$ cat config.mk
export PLATFORM = sky130hd
export DESIGN_NAME = div_unit
export DESIGN_NICKNAME = d
export VERILOG_FILES = /design/src/rtl/div_unit_pkg.sv /design/src/rtl/div_step.sv /design/src/rtl/div_unit.sv
export SDC_FILE = /design/constraint.sdc
export NUM_CORES = 1
export LEC_CHECK = 0
export ABC_AREA = 1
export BUFFER_PORTS_ARGS = -buffer_cell sky130_fd_sc_hd__buf_4
export CAP_MARGIN = 15
export CORE_MARGIN = 5
export CORE_UTILIZATION = 55
export CTS_BUF_LIST = sky130_fd_sc_hd__clkbuf_4 sky130_fd_sc_hd__clkbuf_8
export DETAILED_ROUTE_END_ITERATION = 7
export GPL_TIMING_DRIVEN = 0
export PLACE_DENSITY = 0.75
export SYNTH_ARGS = -nofsm -noshare
export SYNTH_HDL_FRONTEND = slang
export SYNTH_SLANG_ARGS = --single-unit
$ cat constraint.sdc
create_clock -name cpu_clk_50M -period 7.56 [get_ports cpu_clk_50M]
set_input_delay 0.378 -clock cpu_clk_50M [delete_from_list [all_inputs] [get_ports cpu_clk_50M]]
set_output_delay 0.378 -clock cpu_clk_50M [all_outputs]
set_load 0.05 [all_outputs]
$ cat src/rtl/div_unit_pkg.sv
// Shared definitions for the iterative divider: FSM state encodings, handshake
// levels, zero constants and iteration counts.
// Optional macro DIV_RADIX4_EN: when defined, the divider retires two quotient
// bits per iteration edge instead of one.
package div_unit_pkg;

    // Divider control states
    typedef enum logic [1:0] {
        DIV_FREE    = 2'b00,
        DIV_BY_ZERO = 2'b01,
        DIV_ON      = 2'b10,
        DIV_END     = 2'b11
    } div_state_e;

    // Handshake levels
    localparam logic DIV_START     = 1'b1;
    localparam logic DIV_STOP      = 1'b0;
    localparam logic DIV_READY     = 1'b1;
    localparam logic DIV_NOT_READY = 1'b0;

    // Common zero words
    localparam logic [31:0] ZERO_WORD  = 32'h0000_0000;
    localparam logic [63:0] ZERO_DWORD = 64'h0000_0000_0000_0000;

    // Iteration edges for a 32-bit divide
    localparam int DIV_ITER_R2 = 32;
    localparam int DIV_ITER_R4 = 16;

`ifdef DIV_RADIX4_EN
    localparam int DIV_STEP_BITS = 2;
    localparam int DIV_ITER      = DIV_ITER_R4;
`else
    localparam int DIV_STEP_BITS = 1;
    localparam int DIV_ITER      = DIV_ITER_R2;
`endif

endpackage

$ cat src/rtl/div_step.sv
// One combinational restoring-division iteration: shifts the next dividend
// bit(s) into the partial remainder and subtracts the divisor magnitude.
// Optional macro DIV_RADIX4_EN: selects the two-bit (radix-4) step.
module div_step
    import div_unit_pkg::*;
#(
    parameter int DATA_W = 32
) (
    input  logic [DATA_W-1:0]        rem_i,
    input  logic [DIV_STEP_BITS-1:0] bits_i,
    input  logic [DATA_W-1:0]        dsr_i,
    output logic [DATA_W-1:0]        rem_o,
    output logic [DIV_STEP_BITS-1:0] q_o
);

`ifdef DIV_RADIX4_EN
    // Trial value and 1x/2x/3x divisor multiples, all 34 bits wide
    logic [DATA_W+1:0] trial;
    logic [DATA_W+1:0] mul1;
    logic [DATA_W+1:0] mul2;
    logic [DATA_W+1:0] mul3;
    // 35-bit differences; the top bit is the borrow
    logic [DATA_W+2:0] diff1;
    logic [DATA_W+2:0] diff2;
    logic [DATA_W+2:0] diff3;

    assign trial = {rem_i, bits_i};
    assign mul1  = {2'b00, dsr_i};
    assign mul2  = {1'b0, dsr_i, 1'b0};
    assign mul3  = mul1 + mul2;
    assign diff1 = {1'b0, trial} - {1'b0, mul1};
    assign diff2 = {1'b0, trial} - {1'b0, mul2};
    assign diff3 = {1'b0, trial} - {1'b0, mul3};

    // Keep the largest multiple that still leaves a non-negative remainder
    always_comb begin
        // NOTE: every output gets a default first so no path leaves it unassigned and no latch is inferred.
        q_o   = 2'd0;
        rem_o = trial[DATA_W-1:0];
        if (!diff3[DATA_W+2]) begin
            q_o   = 2'd3;
            rem_o = diff3[DATA_W-1:0];
        end else if (!diff2[DATA_W+2]) begin
            q_o   = 2'd2;
            rem_o = diff2[DATA_W-1:0];
        end else if (!diff1[DATA_W+2]) begin
            q_o   = 2'd1;
            rem_o = diff1[DATA_W-1:0];
        end
    end
`else
    // 33-bit trial remainder; the extra difference bit carries the borrow
    logic [DATA_W:0]   trial;
    logic [DATA_W+1:0] diff;

    assign trial = {rem_i, bits_i};
    assign diff  = {1'b0, trial} - {2'b00, dsr_i};
    assign q_o   = ~diff[DATA_W+1];
    assign rem_o = diff[DATA_W+1] ? trial[DATA_W-1:0] : diff[DATA_W-1:0];
`endif

endmodule

$ cat src/rtl/div_unit.sv
// Iterative 32-bit signed/unsigned divider for the execute stage. Captures the
// operands once, runs a restoring shift-subtract loop, sign-corrects, and
// returns {remainder, quotient} for HI/LO.
// Optional macro DIV_RADIX4_EN: two quotient bits per edge (16 iterations).
module div_unit
    import div_unit_pkg::*;
#(
    parameter int DATA_W = 32,
    parameter int CNT_W  = 6
) (
    input  logic                cpu_clk_50M,
    input  logic                cpu_rst,
    input  logic                div_start_i,
    input  logic                div_annul_i,
    input  logic                signed_div_i,
    input  logic [DATA_W-1:0]   div_opdata1_i,
    input  logic [DATA_W-1:0]   div_opdata2_i,
    output logic                div_ready_o,
    output logic [2*DATA_W-1:0] div_result_o,
    output logic                div_busy_o
);

    localparam logic [CNT_W-1:0] CNT_LAST = CNT_W'(DIV_ITER);

    div_state_e state;
    div_state_e state_next;

    logic [CNT_W-1:0]         cnt;
    logic [DATA_W-1:0]        rem_q;      // partial remainder
    logic [DATA_W-1:0]        dvd_q;      // dividend bits out, quotient bits in
    logic [DATA_W-1:0]        dsr_q;      // divisor magnitude
    logic                     signed_q;
    logic                     sign1_q;
    logic                     sign2_q;

    logic [DATA_W-1:0]        mag1;
    logic [DATA_W-1:0]        mag2;
    logic [DATA_W-1:0]        rem_next;
    logic [DIV_STEP_BITS-1:0] q_bits;
    logic [DATA_W-1:0]        quot_fix;
    logic [DATA_W-1:0]        rem_fix;

    // Operand magnitudes: two's-complement absolute value only for DIV
    assign mag1 = (signed_div_i && div_opdata1_i[DATA_W-1]) ? (~div_opdata1_i + 1'b1) : div_opdata1_i;
    assign mag2 = (signed_div_i && div_opdata2_i[DATA_W-1]) ? (~div_opdata2_i + 1'b1) : div_opdata2_i;

    // Sign correction applied on the fix-up edge
    assign quot_fix = (signed_q && (sign1_q ^ sign2_q)) ? (~dvd_q + 1'b1) : dvd_q;
    assign rem_fix  = (signed_q && sign1_q) ? (~rem_q + 1'b1) : rem_q;

    assign div_busy_o = (state != DIV_FREE);

    div_step #(
        .DATA_W (DATA_W)
    ) u_div_step (
        .rem_i  (rem_q),
        .bits_i (dvd_q[DATA_W-1 -: DIV_STEP_BITS]),
        .dsr_i  (dsr_q),
        .rem_o  (rem_next),
        .q_o    (q_bits)
    );

    // State register
    always_ff @(posedge cpu_clk_50M or posedge cpu_rst) begin
        if (cpu_rst) begin
            state <= DIV_FREE;
        end else begin
            // NOTE: clocked state uses non-blocking assignment so every register samples pre-edge values.
            state <= state_next;
        end
    end

    // Next-state decode; annul overrides every other condition
    always_comb begin
        state_next = state;
        if (div_annul_i) begin
            state_next = DIV_FREE;
        end else begin
            case (state)
                DIV_FREE: begin
                    if (div_start_i == DIV_START)
                        state_next = (div_opdata2_i == '0) ? DIV_BY_ZERO : DIV_ON;
                end
                DIV_BY_ZERO: state_next = DIV_END;
                DIV_ON: begin
                    if (cnt == CNT_LAST)
                        state_next = DIV_END;
                end
                DIV_END: begin
                    if (div_ready_o == DIV_READY && div_start_i == DIV_STOP)
                        state_next = DIV_FREE;
                end
                default: state_next = DIV_FREE;
            endcase
        end
    end

    // Datapath: operand capture, iteration, fix-up and result handshake
    always_ff @(posedge cpu_clk_50M or posedge cpu_rst) begin
        if (cpu_rst) begin
            // NOTE: the operand and shift registers are cleared too, so no stale operand survives a reset.
            cnt          <= '0;
            rem_q        <= '0;
            dvd_q        <= '0;
            dsr_q        <= '0;
            signed_q     <= 1'b0;
            sign1_q      <= 1'b0;
            sign2_q      <= 1'b0;
            div_ready_o  <= DIV_NOT_READY;
            div_result_o <= '0;
        end else if (div_annul_i) begin
            cnt          <= '0;
            div_ready_o  <= DIV_NOT_READY;
            div_result_o <= '0;
        end else begin
            case (state)
                DIV_FREE: begin
                    div_ready_o  <= DIV_NOT_READY;
                    div_result_o <= '0;
                    if (div_start_i == DIV_START) begin
                        signed_q <= signed_div_i;
                        sign1_q  <= div_opdata1_i[DATA_W-1];
                        sign2_q  <= div_opdata2_i[DATA_W-1];
                        rem_q    <= '0;
                        dvd_q    <= mag1;
                        dsr_q    <= mag2;
                        cnt      <= '0;
                    end
                end
                DIV_BY_ZERO: begin
                    div_result_o <= '0;
                end
                DIV_ON: begin
                    if (cnt != CNT_LAST) begin
                        rem_q <= rem_next;
                        dvd_q <= {dvd_q[DATA_W-1-DIV_STEP_BITS:0], q_bits};
                        cnt   <= cnt + 1'b1;
                    end else begin
                        div_result_o <= {rem_fix, quot_fix};
                        cnt          <= '0;
                    end
                end
                DIV_END: begin
                    // Ready always rises once, then waits for start to drop
                    if (div_ready_o == DIV_NOT_READY) begin
                        div_ready_o <= DIV_READY;
                    end else if (div_start_i == DIV_STOP) begin
                        div_ready_o  <= DIV_NOT_READY;
                        div_result_o <= '0;
                    end
                end
                default: begin
                    cnt <= '0;
                end
            endcase
        end
    end

endmodule

# [Word-level counts from Yosys, hierarchy flattened]
# Index checks and enable logic that the tools add are counted.
[op_classes] mux=30 n_bitwise=8 n_eq_ne=13 addsub=6 reduce_logical=17
[op_table] operator="2-to-1 mux 32 bit" count=9
[op_table] operator="2-to-1 mux 64 bit" count=4
[op_table] operator="case mux 64 bit (3 select lines)" count=1
[op_table] operator="adder 32 x 1 -> 32 bit, second input constant" count=4
[op_table] operator="NOT 32 bit" count=4
[op_table] operator="case mux 32 bit (2 select lines)" count=2
[op_table] operator="subtractor 33 x 32 -> 34 bit" count=1
[op_table] operator="logical NOT 32 bit" count=1
[op_table] operator="2-to-1 mux 6 bit" count=3
[op_table] operator="inequality test 3 bit, second input constant" count=6
[op_table] operator="case mux 6 bit (2 select lines)" count=1
[op_table] operator="2-to-1 mux 2 bit" count=5
[op_table] operator="AND reduction 3 bit" count=3
[op_table] operator="case mux 2 bit (4 select lines)" count=1
[op_table] operator="adder 6 x 1 -> 6 bit, second input constant" count=1
[op_table] operator="== test 6 bit, second input constant" count=1
[op_table] operator="inequality test 6 bit, second input constant" count=1
[op_table] operator="nonzero test 3 bit" count=2
[op_table] operator="logical AND 1 bit" count=5
[op_table] operator="== test 2 bit, second input constant" count=2
[op_table] operator="inequality test 2 bit, second input constant" count=2
[op_table] operator="AND reduction 4 bit" count=1
[op_table] operator="nonzero test 2 bit" count=2
[op_table] operator="2-to-1 mux 1 bit" count=3
[op_table] operator="7 further kinds" count=9
[totals] out_inout_bits=66 in_bits=69 reg_bits=172 word_cells=84

# [Logic depth before layout (Yosys ltp)]
[depth] word_depth=6 ltp_mapped=18 mapped_depth_nobuf=18

# [Modules after synthesis]
# A second synthesis with hierarchy kept.
[hier_totals] hier_cells=2237 area_unflattened_um2=13785.7
[by_module_without_submodules] mod="div_unit" seq_area_each_um2=4304.1 instances=1 cells_each=1598 area_per_inst_um2=10660.2
[by_module_without_submodules] mod="div_step" seq_area_each_um2=0.0 instances=1 cells_each=639 area_per_inst_um2=3125.5

# [Worst setup path before layout]
# No wires, ideal clock.
[synth_path] path_kind="register -> register" from="register dvd_q[31]" to="register rem_q[28]" required_ns=7.444 arrival_time_ns=1.896 stages_incl_launch_ff=19 setup_ns=0.116 period_less_slack_ns=2.013 path_slack_ns=5.547 path_buffers=0 path_cell_list="dfrtp_1 -> inv_1 -> ha_1 -> inv_1 -> fa_1 -> nand2_1 -> inv_1 -> nand2_1 -> nand2_1 -> nand2_1 -> nand2_1 -> nand2_1 -> nand2_1 -> nand2_1 -> nand2_1 -> nand2_1 -> nand3_1 -> nand2_1 -> nand2_1"
[synth_between] elab_chain_cells=4
[synth_lines] item="from (decl)" line="div_unit.sv:30" text="logic [DATA_W-1:0] dvd_q;"
[synth_lines] item="from (signal assigned)" line="div_unit.sv:125" text="dvd_q <= mag1;"
[synth_lines] item="from (signal assigned)" line="div_unit.sv:136" text="dvd_q <= {dvd_q[DATA_W-1-DIV_STEP_BITS:0], q_bits};"
[synth_lines] item="subtractor 33 x 32 -> 34 bit" line="div_step.sv:57" text="assign diff = {1'b0, trial} - {2'b00, dsr_i};"
[synth_lines] item="2-to-1 mux 32 bit" line="div_step.sv:59" text="assign rem_o = diff[DATA_W+1] ? trial[DATA_W-1:0] : diff[DATA_W-1:0];"
[synth_lines] item="2-to-1 mux 32 bit" line="div_unit.sv:134" text="if (cnt != CNT_LAST) begin"
[synth_lines] item="case mux 32 bit (2 select lines)" line="div_unit.sv:116" text="case (state)"
[synth_lines] item="to (signal assigned)" line="div_unit.sv:135" text="rem_q <= rem_next;"
[synth_lines] item="to (decl)" line="div_unit.sv:29" text="logic [DATA_W-1:0] rem_q;"
# Every way passes these cells. The select of a mux whose other input is x is not followed.
# A chain may end at the register's enable or synchronous reset.

# [Final worst setup path]
[layout_path] from="register dvd_q[31]" to="register rem_q[30]"
# The elaborated chain is that of the path after synthesis.

==> results.sh <==
export IMPL_outcome="finished clean"
export IMPL_syn_area_um2=13300
export IMPL_cts_root_buf="clkbuf_8"
export IMPL_dr_pass1_iters=6
export IMPL_cts_made_buffers=17
export IMPL_drt_total_wl_mm=41.7
export IMPL_synth_nets=2195
export IMPL_endpoint_kind="register"
export IMPL_gp_congestion=0.998
export IMPL_vias=14000
export IMPL_die_x_um=165
export IMPL_synth_edf_count=0
export IMPL_yosysWarningCount=0
export IMPL_synth_seq_cells=172
export IMPL_crit_type="register to register"
export IMPL_grt_start_max_net_pins=111
export IMPL_area_growth_pct=13.8
export IMPL_cp_startpoint="dvd_q[31]"
export IMPL_drt_iter0_drc=1363
export IMPL_drt_wirelength_per_cell_um=16.2
export IMPL_seq_area_frac_synth_pct=32.4
export IMPL_n_antenna_cell=0
export IMPL_synthDistinctLibCells=50
export IMPL_slew_viol_final=0
export IMPL_postRouteAntennaNets=0
export IMPL_fin_crit_sh_pct=33.9
export IMPL_ios=135
export IMPL_drive_gt1_share_pct=11.2
export IMPL_cp_data_arrival_time_ns=2.95
export IMPL_setup_viol=0
export IMPL_required_ns=7.95
export IMPL_die_area_um2=27400
export IMPL_grt_antenna_before_repair=0
export IMPL_worst_slew_pin_transition_ns=0.704
export IMPL_dpl_hpwl_mm=34.0
export IMPL_hp_class="input port to register"
export IMPL_cts_tree="built"
export IMPL_path_clk_slew_ns=0.11
export IMPL_htree_num_levels=4
export IMPL_cts_sinks=172
export IMPL_worst_skew_pair_late_latency_ns=0.48
export IMPL_skew_ns=0.0156
export IMPL_die_y_um=165
export IMPL_grt_pass1_vias=12900
export IMPL_via_per_inst=5.43
export IMPL_grt_usage_pct=30.9
export IMPL_max_slew_margin_rel_pct=53.1
export IMPL_cts_resized_gates=0
export IMPL_power_density_nw_per_um2=323
export IMPL_tns_ns=0
export IMPL_ctsHoldBuffers=1
export IMPL_postCtsSetupBuffers=0
export IMPL_rrSetupSlack_ns=4.99
export IMPL_cts_max_path_buffers=2
export IMPL_cp_max_fo=4
export IMPL_synth_area_per_cell_um2=6.38
export IMPL_maxCapViolCount=0
export IMPL_min_period_ns=2.57
export IMPL_initial_utilization_pct=56.3
export IMPL_r2r_cells=18
export IMPL_core_area_um2=23600
export IMPL_r2r_start="dvd_q[31]"
export IMPL_drc_errors=0
export IMPL_min_from="div_opdata1_i[31]"
export IMPL_timing_fmax_mhz=390
export IMPL_layout_nets=2350
export IMPL_fillers=2256
export IMPL_final_core_util_pct=64.0
export IMPL_synth_main_ff_cell="dfrtp_1"
export IMPL_finalHoldViolCount=0
export IMPL_rows=56
export IMPL_grt_pass1_wl_mm=66.4
export IMPL_rsz0062_at_grt="false"
export IMPL_cp_endpoint="rem_q[30]"
export IMPL_port_buffers=134
export IMPL_start_kind="register"
export IMPL_leakagePower_nw=8.30
export IMPL_async_flop_share_pct=100
export IMPL_r2r_end="rem_q[30]"
export IMPL_overflow=0
export IMPL_ir_worst_vdd_v=0.000160
export IMPL_synth_cells=2084
==> placed cells by master (no fill, tap or decap), types with 28 or more instances in the layout <==
cell type / n
ha_1: 41
nand4_1: 34
dfrtp_1: 172
inv_1: 291
nand2_1: 659
buf_4: 140
nand3_1: 214
o21ai_1: 45
clkbuf_1: 30
a21oi_1: 89
nor2_1: 171
o21ai_0: 121
xor2_1: 28
==> synthesized netlist by cell type (2+ instances only) <==
cell type	count	share of area [%]
buf_4	6	0.34
xor2_1	28	1.8
o22ai_1	2	0.094
o21ai_1	45	1.7
or2_2	4	0.19
o211ai_1	11	0.62
nor3b_1	4	0.23
o21a_1	2	0.11
nor2_2	9	0.42
o21bai_1	3	0.17
nor2_4	2	0.17
dfrtp_1	172	32
buf_6	6	0.51
nor2_1	171	4.8
nand3b_1	8	0.45
and2_1	3	0.14
nand3_2	6	0.45
nand2_2	8	0.38
nor3_1	19	0.72
nor3_2	3	0.23
xnor2_1	19	1.3
buf_2	16	0.60
nand2_1	659	19
inv_2	15	0.42
ha_1	41	3.9
a31oi_1	2	0.094
clkinv_1	2	0.057
a22oi_1	8	0.45
nand4_1	34	1.6
o21ai_0	121	4.6
buf_1	4	0.11
o31ai_1	5	0.28
nor4_1	6	0.28
inv_1	292	8.2
a21oi_2	2	0.13
a21oi_1	89	3.4
nand2_4	2	0.17
nand3_1	214	8.1
clkbuf_1	30	0.85
==> power breakdown <==
part,total [mW],switching [mW],internal [mW]
sequential,1.39,0.209,1.18
combinational,2.85,1.99,0.864
clock,0.642,0.398,0.244
==> routing by layer <==
metal	share of wire [%]	global-route usage, %	vias to the layer above
li1	-	-	6991
met2	42	46.1	612
met5	0	0	-
met4	1.9	7.50	0
met3	8.9	5.04	55
met1	47	46.8	6301
==> cell families (layout without fill, tap and decap cells) <==
| logic type | after synthesis | count (layout) | share of synthesized area [%] |
|---|---|---|---|
| AOI/OAI and AO/OA | 295 | 295 | 12.0 |
| and+or+nand+nor | 1156 | 1156 | 37.3 |
| buffers and inverters | 372 | 539 | 11.2 |
| xor gates and xnor gates | 47 | 47 | 3.10 |
| adders and majority gates | 42 | 42 | 4.01 |
| DFF | 172 | 172 | 32.4 |
==> how the worst min path moves through the flow <==
| stage | slack (ns) | depth (start not counted) | to |
|---|---|---|---|
| floorplan | 0.45 | 2 | dsr_q[30] |
| global placement | 0.46 | 2 | div_result_o[23] |
| detailed placement | 0.43 | 2 | div_result_o[39] |
| CTS | 0.12 | 3 | sign1_q |
| global route | 0.14 | 3 | sign1_q |
| finish | 0.14 | 3 | sign1_q |
==> layout make-up <==
type / count / area (um^2) / area share [%]
plain buffers: 62 / 320 / 2.12
clock buffers: 17 / 234 / 1.55
clock inverters: 14 / 146 / 0.968
inverters: 310 / 1170 / 7.76
multi-input cells: 1540 / 7500 / 49.6
flip-flops and latches: 172 / 4300 / 28.5
well taps: 319 / 399 / 2.64
repair buffers: 136 / 1040 / 6.90
==> registers in the layout, indices dropped and copies added, names as in the netlist <==
register / count
cnt: 6
div_ready_o: 1
div_result_o: 64
dsr_q: 32
dvd_q: 32
rem_q: 32
sign1_q: 1
sign2_q: 1
signed_q: 1
state: 2
==> worst max-delay path: stages, from the launching register on <==
cell and delay (ns):
dfrtp_1 0.39, inv_1 0.24, ha_1 0.20, inv_1 0.09, fa_1 0.42, nand2_1 0.08
inv_1 0.05, nand2_1 0.05, nand2_1 0.12, nand2_1 0.09, nand2_1 0.11, nand2_1 0.09
nand2_1 0.10, nand2_1 0.11, nand2_1 0.06, nand2_1 0.06, nand3_1 0.08, nand2_1 0.08
nand2_1 0.05
==> metrics by stage <==
step	setup WS [ns]	power, mW	cells	hold WS (ns)	instance area [um^2]
after CTS	5.05	4.83	2570	0.118	15100
after detailed placement	5.04	4.18	2538	0.435	14700
after global placement	0.639	4.13	2537	0.464	14700
final	4.99	4.88	2570	0.143	15100
after floorplan	2.52	3.38	2084	0.449	13300
after global routing	4.88	5.27	2570	0.139	15100
Note: power is estimated with default switching activity, not from simulation.
